--- src/rtl/pergate_seq_pkg.sv ---
// pergate_seq_pkg: shared state encoding, group-width helper
// and lane packing helpers for the gatefn sequencer.
`ifndef F_NBITS
`define F_NBITS 64
`endif

`define PG_LANE(v, k) v[(k)*`F_NBITS +: `F_NBITS]

package pergate_seq_pkg;

  localparam int FW = `F_NBITS;

  typedef enum logic [2:0] {
    S_IDLE,
    S_FETCH,
    S_LAUNCH,
    S_WAIT,
    S_WRITE,
    S_DONE
  } state_t;

  function automatic int grp_w(input int n);
    return (n > 1) ? $clog2(n) : 1;
  endfunction

endpackage

--- src/rtl/pergate_ready_edge.sv ---
// pergate_ready_edge: rising-edge detect on the unit ready level.
// Delay reg resets high so reset release never looks like an edge.
module pergate_ready_edge (
  input  logic clk,
  input  logic rstb,
  input  logic ready,
  output logic rise
);

  logic ready_dly;

  // remember last cycle's ready level
  always_ff @(posedge clk or negedge rstb) begin
    if (!rstb) ready_dly <= 1'b1;
    else       ready_dly <= ready;
  end

  assign rise = ready & ~ready_dly;

endmodule

--- src/rtl/pergate_gatefn_seq.sv ---
// pergate_gatefn_seq: runs one shared gatefn unit over NGROUPS
// batches of NCORE gates: fetch, launch, wait, write back.
module pergate_gatefn_seq
  import pergate_seq_pkg::*;
#(
  parameter int NCORE   = 4,
  parameter int NGROUPS = 8,
  localparam int GW = grp_w(NGROUPS),
  localparam int DW = NCORE * FW
) (
  input  logic          clk,
  input  logic          rstb,
  input  logic          start,
  input  logic          abort,
  input  logic          mux_sel_in,
  input  logic [FW-1:0] z1_chi_in,
  output logic          busy,
  output logic          done,
  output logic          op_req,
  output logic [GW-1:0] op_addr,
  input  logic          op_valid,
  input  logic [DW-1:0] op_in0,
  input  logic [DW-1:0] op_in1,
  output logic          fn_en,
  output logic          fn_mux_sel,
  output logic [FW-1:0] fn_z1_chi,
  output logic [DW-1:0] fn_in0,
  output logic [DW-1:0] fn_in1,
  input  logic          fn_ready,
  input  logic [DW-1:0] fn_out,
  output logic          res_valid,
  output logic [GW-1:0] res_addr,
  output logic [DW-1:0] res_data,
  input  logic          res_ack
);

  localparam logic [GW-1:0] LAST = GW'(NGROUPS - 1);

  state_t        state;
  logic [GW-1:0] grp;
  logic          rdy_edge;

  pergate_ready_edge u_edge (
    .clk   (clk),
    .rstb  (rstb),
    .ready (fn_ready),
    .rise  (rdy_edge)
  );

  assign op_addr  = grp;
  assign res_addr = grp;

  // sequencer FSM with registered handshake outputs
  always_ff @(posedge clk or negedge rstb) begin
    if (!rstb) begin
      state      <= S_IDLE;
      grp        <= '0;
      busy       <= 1'b0;
      done       <= 1'b0;
      op_req     <= 1'b0;
      fn_en      <= 1'b0;
      res_valid  <= 1'b0;
      fn_mux_sel <= 1'b0;
      fn_z1_chi  <= '0;
      fn_in0     <= '0;
      fn_in1     <= '0;
      res_data   <= '0;
    end else if (abort) begin
      state     <= S_IDLE;
      grp       <= '0;
      busy      <= 1'b0;
      done      <= 1'b0;
      op_req    <= 1'b0;
      fn_en     <= 1'b0;
      res_valid <= 1'b0;
    end else begin
      fn_en <= 1'b0;
      done  <= 1'b0;
      unique case (state)
        S_IDLE: begin
          if (start) begin
            fn_z1_chi  <= z1_chi_in;
            fn_mux_sel <= mux_sel_in;
            grp        <= '0;
            busy       <= 1'b1;
            op_req     <= 1'b1;
            state      <= S_FETCH;
          end
        end
        S_FETCH: begin
          if (op_valid) begin
            fn_in0 <= op_in0;
            fn_in1 <= op_in1;
            op_req <= 1'b0;
            fn_en  <= 1'b1;
            state  <= S_LAUNCH;
          end
        end
        S_LAUNCH: begin
          state <= S_WAIT;
        end
        S_WAIT: begin
          if (rdy_edge) begin
            res_data  <= fn_out;
            res_valid <= 1'b1;
            state     <= S_WRITE;
          end
        end
        S_WRITE: begin
          if (res_ack) begin
            res_valid <= 1'b0;
            if (grp == LAST) begin
              done  <= 1'b1;
              state <= S_DONE;
            end else begin
              grp    <= grp + 1'b1;
              op_req <= 1'b1;
              state  <= S_FETCH;
            end
          end
        end
        S_DONE: begin
          busy  <= 1'b0;
          state <= S_IDLE;
        end
        default: state <= S_IDLE;
      endcase
    end
  end

endmodule

--- config.mk ---
export PLATFORM = sky130hd
export DESIGN_NAME = pergate_gatefn_seq
export DESIGN_NICKNAME = d
export VERILOG_FILES = /design/src/rtl/pergate_seq_pkg.sv /design/src/rtl/pergate_ready_edge.sv /design/src/rtl/pergate_gatefn_seq.sv
export SDC_FILE = /design/constraint.sdc
export NUM_CORES = 1
export LEC_CHECK = 0
export ABC_CLOCK_PERIOD_IN_PS = 2090
export BUFFER_PORTS_ARGS = -buffer_cell sky130_fd_sc_hd__buf_2
export CAP_MARGIN = 30
export CORE_AREA = 2 2 653 655
export CTS_CLUSTER_DIAMETER = 60
export DETAILED_ROUTE_END_ITERATION = 8
export DIE_AREA = 0 0 655 657
export PLACE_DENSITY_LB_ADDON = 0.12
export SLEW_MARGIN = 15
export SYNTH_ARGS = -nofsm -noshare
export SYNTH_HDL_FRONTEND = slang
export SYNTH_SLANG_ARGS = --single-unit
--- constraint.sdc ---
create_clock -name clk -period 2.09 [get_ports clk]
set_input_delay 0 -clock clk [delete_from_list [all_inputs] [get_ports clk]]
set_output_delay 0 -clock clk [all_outputs]
set_load 0.005 [all_outputs]
==> results.sh, run 1 <==
export IMPL_status="complete, but fails checks"
export IMPL_violations="setup timing"
export IMPL_ys_flop_type="dfrtp_1"
export IMPL_hpwl_um=197000
export IMPL_die_w_um=655
export IMPL_synth_area_per_cell_um2=17.3
export IMPL_worstSetupEndpointType="flop"
export IMPL_die_y_um=657
export IMPL_clkTransAtPathRegs_ps=40
export IMPL_skew_ps=58.1
export IMPL_core_um2=423000
export IMPL_placed_cells=9189
export IMPL_root_buffer="clkbuf_16"
export IMPL_ys_types=34
export IMPL_port_buffers=1683
export IMPL_grt_max_degree=56
export IMPL_drv_slew=0
export IMPL_htreeDepth=4
export IMPL_ys_seq_area_frac=0.667
export IMPL_fin_crit_sh=1.00
export IMPL_worstSetupPathType="flop to flop"
export IMPL_setup_viol=11
export IMPL_synth_common_cells="dfrtp_1 (844), mux2_2 (433), mux2_1 (400), buf_6 (52), buf_2 (34)"
export IMPL_post_route_drc_count=0
export IMPL_ir_drop_v=0.000702
export IMPL_crit_family="buffers and inverters"
export IMPL_clock_power_share=0.339
export IMPL_comb_power_share=0.334
export IMPL_synth_edf_count=0
export IMPL_numCtsBuffers=170
export IMPL_ys_warn_count=0
export IMPL_rows=239
export IMPL_seqPwrFrac=0.328
export IMPL_grt_pass1_wl_um=313000
export IMPL_globalRouteOverflowTotal=0
export IMPL_drt_iter0_drc=874
export IMPL_synth_seq_cells=845
export IMPL_sw_frac_of_total=0.343
export IMPL_hold_path_class="input port to flop"
export IMPL_initial_utilization=0.0750
export IMPL_clock_sinks=845
export IMPL_synth_area_top_cells="dfrtp_1 (67%), mux2_2 (15%), mux2_1 (14%)"
export IMPL_drtAntennaViolNets=0
export IMPL_dr_total_vias=30700
export IMPL_cpMostUsedCell="buf_16"
export IMPL_critical_path_max_stage_delay_ps=400
export IMPL_syn_nets=2672
export IMPL_pin_count=1684
export IMPL_tightestPinTransition_ps=748
export IMPL_min_period_ps=2100
export IMPL_finalHoldViolations=0
export IMPL_area_growth_synth_to_final_pct=124
export IMPL_required_ps=2770
export IMPL_path_max_fanout=8
export IMPL_final_cells=11200
export IMPL_p_switching_mw=30.6
export IMPL_tritoncts="done"
export IMPL_slew_headroom=0.502
export IMPL_yosysMostFrequentCell="dfrtp_1"
export IMPL_grt_use_total=0.107
export IMPL_critPathBufInv=5
export IMPL_antenna_found_initial=134
export IMPL_fp_dieArea_um2=430000
export IMPL_max_cap_viol_count=0
export IMPL_gp_congestion=0.803
export IMPL_fin_nets=6204
export IMPL_syn_cell_area_um2=31700
export IMPL_clk_insertion_delay_late_ps=860
export IMPL_utilization=0.168
export IMPL_grt_pass1_vias=33600
export IMPL_intPower_mw=58.6
export IMPL_syn_inst=1830
export IMPL_firstDrtPassIters=5
export IMPL_power_mw=89.2
export IMPL_rsz0062_at_grt="true"
export IMPL_layout_setup_ws_ps=-5.85
export IMPL_clock_path_buffers=4
export IMPL_p_per_area_nw_per_um2=1250
export IMPL_async_flop_share=1.00
export IMPL_vias_per_cell=2.75
export IMPL_clock_fmax_ghz=0.477
export IMPL_cp_start_kind="flop"
export IMPL_synth_top_area_frac=0.666
export IMPL_drive_above_1_share=0.472
export IMPL_synth_top_area_cell="dfrtp_1"
export IMPL_crit_arrival_ps=2780
export IMPL_leakage_nw=32.6
export IMPL_finalWirelength_um=238000
export IMPL_critPathSlowestCell="dfrtp_1"
export IMPL_wl_per_cell_um=21.3
export IMPL_crit_chain="nor2b_4 > nand2_2 > nor3_4 > buf_6 > buf_16 > buf_16 > buf_12 > clkbuf_16 > mux2_4"
## cells in the final DEF (no fill, tap or decap), types with 4 or more instances in the layout
cell and n:
bufinv_16 30, mux2_4 41, clkinvlp_4 18, dfrtp_1 844, buf_6 4, clkbuf_8 23, buf_12 40, clkbuf_1 12
buf_16 17, clkbuf_16 176, buf_2 1682, dlygate4sd3_1 1637, clkinv_2 23, buf_4 74, nand2_1 7, mux2i_1 4
clkinv_8 4, clkinv_4 9, inv_6 11, diode_2 24, nor3_1 4, mux2_2 433, mux2_1 359, inv_1 5
## final timing paths
| kind | from | to | slack, ps | depth (start not counted) |
|---|---|---|---|---|
| setup reg to reg | state[2]$_DFFE_PN0P_ | fn_in0[173]$_DFFE_PN0P_ | -6 | 9 |
| setup / recovery | state[2]$_DFFE_PN0P_ | fn_in0[173]$_DFFE_PN0P_ | -6 | 9 |
| hold reg to reg | fn_in1[76]$_DFFE_PN0P_ | fn_in1[76]$_DFFE_PN0P_ | 480 | 1 |
| min in group asynchronous | rstb | fn_in0[102]$_DFFE_PN0P_ | 210 | 3 |
| hold / removal | op_in0[172] | fn_in0[172]$_DFFE_PN0P_ | 60 | 3 |
| max in group asynchronous | rstb | fn_z1_chi[62]$_DFFE_PN0P_ | 1280 | 4 |
## flip-flops by register name, summed over array words and instances (netlist names)
name / cells
res_valid: 1
op_addr: 3
fn_in0: 256
fn_z1_chi: 64
res_data: 256
state: 3
op_req: 1
fn_mux_sel: 1
fn_en: 1
done: 1
busy: 1
u_edge.ready_dly: 1
fn_in1: 256
## layout make-up
type	instances	area, µm²
antenna	24	60.1
clock buffer	207	4670
clock inverter	98	1470
fill	47500	352000
inverter	5	18.8
multi-input combinational	880	9870
sequential	845	21100
tap	5663	7090
timing repair buffer	3460	26800
## worst reg2reg max path, delay by kind of cell (launching register included)
kind / cells / cell delay [ps]
buf+inv: 5 / 880
flops: 1 / 400
simple gates: 3 / 370
mux: 1 / 290
## cells by family after synthesis
group,Yosys count,share of synthesized area
adders and majority gates,2,0.000789
AOI/OAI and AO/OA,16,0.00351
DFF,845,0.667
and+or+nand+nor,25,0.00426
buffers and inverters,105,0.0272
muxes,837,0.297
## routing by layer
metal	up-vias	share of wire	GRT usage
met2	1192	0.52	0.199
met4	66	0.024	0.0216
met1	15400	0.36	0.110
met3	410	0.096	0.0462
li1	13700	-	-
met5	-	0.0018	0
## what timing repair did
action                                  in CTS  in global routing
endpoints found under the hold margin     1689                  1
resized for setup                           50                 17
hold buffers                              1637                  1
cloned                                       8                  3
pin swaps                                    1                  3
setup buffers                               16                  1
endpoints found under the setup margin     515                435
## through the flow
| stage | worst slack (ps) | TNS, ps | cell area [µm²] | hold slack [ps] |
|---|---|---|---|---|
| after floorplan | 433 | 0 | 31700 | -296 |
| after global placement | -204 | -68400 | 47800 | 119 |
| after detailed placement | -232 | -77740 | 47800 | 117 |
| after CTS | -107 | -16450 | 70900 | 3.87 |
| after global routing | -107 | -11800 | 71100 | 18.0 |
| final | -5.85 | -21.2 | 71100 | 55.5 |
## power by group through the flow
stage / Sequential (mW) / Combinational [mW] / Clock, mW
after floorplan: 28.9 / 8.01 / 0
after global placement: 29.5 / 27.7 / 0
after detailed placement: 29.6 / 27.7 / 0
after CTS: 29.4 / 31.1 / 31.5
after global routing: 30.4 / 32.4 / 32.1
final: 29.2 / 29.8 / 30.2
Note: power is estimated with default switching activity, not from simulation.
==> run 2: changes to the inputs <==
--- a/config.mk
+++ b/config.mk
@@ -13,4 +13,5 @@
 export DETAILED_ROUTE_END_ITERATION = 8
 export DIE_AREA = 0 0 655 657
+export GPL_ROUTABILITY_DRIVEN = 0
 export PLACE_DENSITY_LB_ADDON = 0.12
 export SLEW_MARGIN = 15
==> constraint.sdc (replaced) <==
create_clock -name clk -period 2.09 [get_ports clk]
set_input_delay 0.418 -clock clk [delete_from_list [all_inputs] [get_ports clk]]
set_output_delay 0.418 -clock clk [all_outputs]
set_load 0.005 [all_outputs]
==> run 2 against run 1 <==
The flow still finishes with violations (setup timing); count of clock-buffer cells in the layout is 10 higher; total power is 4.9% lower; fmax is 5.1% lower; clock skew is 3.7 ps higher; utilization is 2.0 points lower; global-route usage is 0.14 points lower; cell area is 12% lower; critical endpoint is now fn_in1[231]$_DFFE_PN0P_.
==> results.sh, run 2 (synthesized netlist as in run 1, its figures left out) <==
export IMPL_status="complete, but fails checks"
export IMPL_violations="setup timing"
export IMPL_fin_crit_sh=1.06
export IMPL_finalWirelength_um=235000
export IMPL_ir_drop_v=0.00108
export IMPL_die_w_um=655
export IMPL_path_max_fanout=34
export IMPL_port_buffers=1683
export IMPL_rows=239
export IMPL_grt_pass1_vias=30300
export IMPL_hold_path_end="fn_in0[165]$_DFFE_PN0P_"
export IMPL_pin_count=1684
export IMPL_initial_utilization=0.0750
export IMPL_setup_viol=265
export IMPL_numCtsBuffers=159
export IMPL_whs_ps=104
export IMPL_worstSetupEndpointType="flop"
export IMPL_finalHoldViolations=0
export IMPL_crit_chain="nor2b_4 > nand2_2 > nor3_4 > buf_6 > buf_16 > buf_16 > mux2_1"
export IMPL_rr_endpoint="fn_in1[231]$_DFFE_PN0P_"
export IMPL_final_cells=10400
export IMPL_critPathSlowestCell="dfrtp_1"
export IMPL_rsz0062_at_grt="true"
export IMPL_clock_fmax_ghz=0.453
export IMPL_globalRouteOverflowTotal=0
export IMPL_firstDrtPassIters=4
export IMPL_post_route_drc_count=0
export IMPL_crit_arrival_ps=2900
export IMPL_min_period_ps=2210
export IMPL_required_ps=2790
export IMPL_hpwl_um=199000
export IMPL_drive_above_1_share=0.547
export IMPL_core_um2=423000
export IMPL_grt_max_degree=91
export IMPL_dp_slack_ps=-200
export IMPL_clkTransAtPathRegs_ps=50
export IMPL_rr_worst_depth=7
export IMPL_grt_pass1_wl_um=304000
export IMPL_clock_path_buffers=4
export IMPL_cpMostUsedCell="buf_16"
export IMPL_fp_dieArea_um2=430000
export IMPL_layout_setup_ws_ps=-118
export IMPL_power_mw=84.8
export IMPL_worstSetupPathType="flop to flop"
export IMPL_wl_per_cell_um=22.6
export IMPL_slew_headroom=0.558
export IMPL_antenna_found_initial=146
export IMPL_drtAntennaViolNets=0
export IMPL_cp_start_kind="flop"
export IMPL_final_common_cell="buf_2"
export IMPL_placed_cells=9215
export IMPL_leakage_nw=28.9
export IMPL_whs_path_depth=2
export IMPL_drv_slew=0
export IMPL_fin_nets=5412
export IMPL_max_cap_viol_count=0
export IMPL_final_cell_area_um2=62500
export IMPL_drt_iter0_drc=743
export IMPL_hold_path_class="input port to flop"
export IMPL_clk_insertion_delay_late_ps=840
export IMPL_p_per_area_nw_per_um2=1360
export IMPL_dr_total_vias=27500
export IMPL_fill_cells=47800
export IMPL_area_growth_synth_to_final_pct=97.1
export IMPL_htreeDepth=4
export IMPL_skew_ps=61.9
export IMPL_dpl_cell_area_um2=47900
export IMPL_vias_per_cell=2.65
export IMPL_tightestPinTransition_ps=656
export IMPL_grt_use_total=0.105
export IMPL_tritoncts="done"
export IMPL_crit_reg2reg_launch="state[2]$_DFFE_PN0P_"
export IMPL_critical_path_max_stage_delay_ps=400
export IMPL_root_buffer="clkbuf_16"
export IMPL_layout_common_cells="buf_2 (1680), dfrtp_1 (843), dlygate4sd3_1 (840), mux2_2 (422), mux2_1 (364)"
export IMPL_min_from="op_in0[165]"
export IMPL_clock_sinks=845
export IMPL_die_y_um=657
export IMPL_largestRegisters="fn_in0 (256), fn_in1 (256), res_data (256)"
export IMPL_rrSetupSlack_ps=-120
## run 2: changes by cell type in the layout (fill, tap and decap cells not counted), sizes merged, moves of 8 or more
cell         before   now
clkinv           38    26
dlygate4sd3    1637   840
buf            1818  1837
diode            24    51
clkbuf          211   219
bufinv           30    12
## run 2: report_power, final
group          switching [mW]  internal [mW]  total [mW]  leakage (nW)
Clock                    10.2           16.6        26.8          2.57
Combinational            15.3           13.7        29.0          15.8
Sequential               4.62           24.4        29.0          10.5
## run 2: per-stage QoR
step	utilization	TNS, ps
2_1_floorplan	-	0
3_3_place_gp	0.113	-75130
3_5_place_dp	0.113	-62110
4_1_cts	0.147	-16850
5_1_grt	0.148	-42710
6_report	0.148	-15320
## run 2: area by class of cell
class / instances / area (µm²) / share of cell area
repair buffers: 2679 / 18900 / 0.302
flip-flops and latches: 845 / 21100 / 0.338
clock buffers: 217 / 4500 / 0.0721
inverters: 5 / 18.8 / 0.000300
well taps: 5663 / 7090 / 0.113
clock inverters: 65 / 812 / 0.0130
multi-input cells: 880 / 9890 / 0.158
diodes: 51 / 128 / 0.00204
## run 2: per-layer routing
layer	part of all wire	up-vias	track usage	routed length [µm]
met1	0.35	13800	0.107	82300
met2	0.52	1151	0.194	121000
met4	0.027	52	0.0244	6330
li1	-	12100	-	-
met3	0.10	400	0.0489	24700
met5	0.0015	-	0	345
## run 2: worst max path at each step
stage	cells after the start	startpoint	end
floorplan	7	state[2]$_DFFE_PN0P_	fn_in0[0]$_DFFE_PN0P_
global placement	7	op_valid	fn_in0[125]$_DFFE_PN0P_
detailed placement	7	op_valid	fn_in0[134]$_DFFE_PN0P_
CTS	8	state[2]$_DFFE_PN0P_	fn_in1[84]$_DFFE_PN0P_
global route	7	state[2]$_DFFE_PN0P_	fn_in1[230]$_DFFE_PN0P_
finish	7	state[2]$_DFFE_PN0P_	fn_in1[231]$_DFFE_PN0P_
## run 2: worst max-delay path: cells and delay by family (launching register included)
family	cells	cell delay (ps)
muxes	1	350
and+or+nand+nor	3	460
buffers and inverters	3	630
DFF	1	400
## run 2: repair_timing
item,CTS,global route
endpoints found under the setup margin,483,489
buffers inserted,8,3
gates cloned,4,2
endpoints found under the hold margin,1264,0
resized for setup,49,52
pin swaps,0,0
hold buffers,840,0
==> run 3: changes to the inputs <==
--- a/config.mk
+++ b/config.mk
@@ -6,11 +6,12 @@
 export NUM_CORES = 1
 export LEC_CHECK = 0
+export ABC_AREA = 1
 export ABC_CLOCK_PERIOD_IN_PS = 2090
 export BUFFER_PORTS_ARGS = -buffer_cell sky130_fd_sc_hd__buf_2
 export CAP_MARGIN = 30
-export CORE_AREA = 2 2 653 655
+export CORE_AREA = 2 2 660 662
 export CTS_CLUSTER_DIAMETER = 60
 export DETAILED_ROUTE_END_ITERATION = 8
-export DIE_AREA = 0 0 655 657
+export DIE_AREA = 0 0 662 664
 export GPL_ROUTABILITY_DRIVEN = 0
 export PLACE_DENSITY_LB_ADDON = 0.12
==> constraint.sdc (replaced) <==
create_clock -name clk -period 2.09 [get_ports clk]
set_input_delay 0.1045 -clock clk [delete_from_list [all_inputs] [get_ports clk]]
set_output_delay 0.1045 -clock clk [all_outputs]
set_load 0.005 [all_outputs]
==> run 3 against run 2 <==
The flow now finishes without violations; highest routed layer unchanged; die area grew 2.1%; total power grew 3.8%; cell count grew 21%; global-route usage grew 2.6 points; sequential share of layout area shrank 2.6 points; fmax grew 6.6%; non-clock buffer count grew 466; utilization grew 0.86 points; largest power group is now combinational logic; sequential power is essentially flat; synthesized cell count grew 98%; synthesized area grew 2.2%; cell area grew 8.3%.
==> results.sh, run 3 <==
export IMPL_p_per_area_nw_per_um2=1300
export IMPL_wl_per_cell_um=23.6
export IMPL_syn_inst=3617
export IMPL_placed_cells=11000
export IMPL_ys_warn_count=0
export IMPL_largestRegisters="fn_in0 (256), fn_in1 (256), res_data (256)"
export IMPL_clock_sinks=845
export IMPL_synth_common_cells="nand2_1 (1884), dfrtp_1 (844), inv_1 (333), o21ai_0 (222), o21ai_1 (105)"
export IMPL_final_common_cell="nand2_1"
export IMPL_min_period_ps=2070
export IMPL_crit_reg2reg_launch="state[0]$_DFFE_PN0P_"
export IMPL_tritoncts="done"
export IMPL_area_growth_synth_to_final_pct=109
export IMPL_rsz0062_at_grt="true"
export IMPL_required_ps=2790
export IMPL_crit_arrival_ps=2780
export IMPL_root_buffer="clkbuf_16"
export IMPL_layout_common_cells="nand2_1 (1883), buf_2 (1682), dlygate4sd3_1 (1303), dfrtp_1 (843), inv_1 (333)"
export IMPL_grt_use_total=0.132
export IMPL_core_um2=433000
export IMPL_fp_dieArea_um2=440000
export IMPL_dp_slack_ps=138
export IMPL_leakage_nw=34.7
export IMPL_die_y_um=664
export IMPL_drv_slew=0
export IMPL_clock_path_buffers=4
export IMPL_finalWirelength_um=299000
export IMPL_grt_max_degree=72
export IMPL_globalRouteOverflowTotal=0
export IMPL_seq_area_um2=21100
export IMPL_grt_pass1_vias=39900
export IMPL_fin_nets=7584
export IMPL_skew_ps=55.6
export IMPL_synth_area_per_cell_um2=8.96
export IMPL_syn_cell_area_um2=32400
export IMPL_syn_nets=4459
export IMPL_antenna_found_initial=153
export IMPL_drive_above_1_share=0.310
export IMPL_slew_headroom=0.415
export IMPL_ys_flop_type="dfrtp_1"
export IMPL_clk_insertion_delay_late_ps=880
export IMPL_worstSetupEndpointType="flop"
export IMPL_firstDrtPassIters=5
export IMPL_fill_cells=49400
export IMPL_initial_utilization=0.0749
export IMPL_max_cap_viol_count=0
export IMPL_rows=242
export IMPL_synth_area_top_cells="dfrtp_1 (65%), nand2_1 (22%), inv_1 (3.9%)"
export IMPL_grt_pass1_wl_um=386000
export IMPL_synth_edf_count=0
export IMPL_dr_total_vias=37200
export IMPL_setup_viol=0
export IMPL_clock_fmax_ghz=0.483
export IMPL_htreeDepth=4
export IMPL_synth_top_area_cell="dfrtp_1"
export IMPL_synth_top_area_frac=0.652
export IMPL_post_route_drc_count=0
export IMPL_fin_crit_sh=0.991
export IMPL_layout_setup_ws_ps=18.2
export IMPL_drtAntennaViolNets=0
export IMPL_min_from="op_in1[156]"
export IMPL_tightestPinTransition_ps=875
export IMPL_port_buffers=1683
export IMPL_ir_drop_v=0.000577
export IMPL_async_flop_share=1.00
export IMPL_yosysMostFrequentCell="nand2_1"
export IMPL_synth_seq_cells=845
export IMPL_numCtsBuffers=166
export IMPL_worstSetupPathType="flop to flop"
export IMPL_hpwl_um=254000
export IMPL_ys_types=24
export IMPL_final_cells=12600
export IMPL_vias_per_cell=2.94
export IMPL_ys_seq_area_frac=0.653
export IMPL_die_w_um=662
export IMPL_hold_path_class="input port to flop"
export IMPL_crit_start="state[0]$_DFFE_PN0P_"
export IMPL_path_max_fanout=20
export IMPL_cp_start_kind="flop"
export IMPL_multiInputGateArea_um2=8930
export IMPL_status="finished, final reports clean"
export IMPL_finalHoldViolations=0
export IMPL_pin_count=1684
export IMPL_drt_iter0_drc=1632
export IMPL_clkTransAtPathRegs_ps=60
[run 3: critical path, stage by stage (launching register included)]
cell	delay, ps
dfrtp_1	390
buf_4	160
nor2_2	110
nand4_1	160
buf_4	220
buf_8	190
nand2_1	70
o21ai_0	60
dlygate4sd3_1	560
[run 3: path summary, 6_finish.rpt]
path / endpoint / slack (ps) / cells past startpoint
hold reg to reg: fn_in1[50]$_DFFE_PN0P_ / 470 / 2
max in group asynchronous: fn_in0[108]$_DFFE_PN0P_ / 560 / 3
setup / recovery: fn_z1_chi[18]$_DFFE_PN0P_ / 20 / 8
hold / removal: fn_in1[156]$_DFFE_PN0P_ / 90 / 4
min in group asynchronous: fn_in0[208]$_DFFE_PN0P_ / 180 / 3
setup reg to reg: fn_z1_chi[18]$_DFFE_PN0P_ / 20 / 8
[run 3: layout make-up]
class | instances | share of cell area
tap | 5734 | 0.106
multi-input combinational | 2246 | 0.132
clock inverter | 82 | 0.0160
sequential | 845 | 0.313
clock buffer | 211 | 0.0688
inverter | 338 | 0.0191
timing repair buffer | 3145 | 0.344
antenna | 39 | 0.00144
[run 3: what timing repair did]
item / in CTS / in global routing
setup buffers: 0 / 2
resized for setup: 0 / 12
setup endpoints to repair: 0 / 17
hold buffers: 1304 / 0
endpoints found under the hold margin: 1683 / 0
[run 3: kinds of logic after synthesis]
kind of cell | share of synthesized area
AND/OR/NAND/NOR | 0.223
flip-flops | 0.653
buffers and inverters | 0.0725
AO/OA/AOI/OAI | 0.0511
adder cells (fa/ha/maj) | 0.000772
[run 3: power by group]
| group | switching [mW] | internal [mW] | leakage [nW] |
|---|---|---|---|
| sequential | 5.16 | 23.6 | 10.8 |
| clock | 10.5 | 18.2 | 2.79 |
| combinational | 19.2 | 11.4 | 21.1 |
| total | 34.8 | 53.2 | 34.7 |
[run 3: per-stage QoR]
stage                     total power, mW  hold slack [ps]   util  setup TNS [ps]  instance area [µm²]
after floorplan                      35.8             -191      -               0                32400
after global placement               58.7              177  0.113               0                48700
after detailed placement             58.6              177  0.113               0                48700
after CTS                            91.0            0.337  0.156               0                67500
after global routing                 94.2             9.65  0.156            -406                67600
final                                88.0             88.4  0.156               0                67700
[run 3: metal layers]
metal  global-route usage  routed length [µm]  up-vias
met2                0.244              155000     1428
met1                0.129              102000    17900
met4               0.0391               11000       56
met5                    0                 314        -
met3               0.0613               31100      495
li1                     -                   -    17300
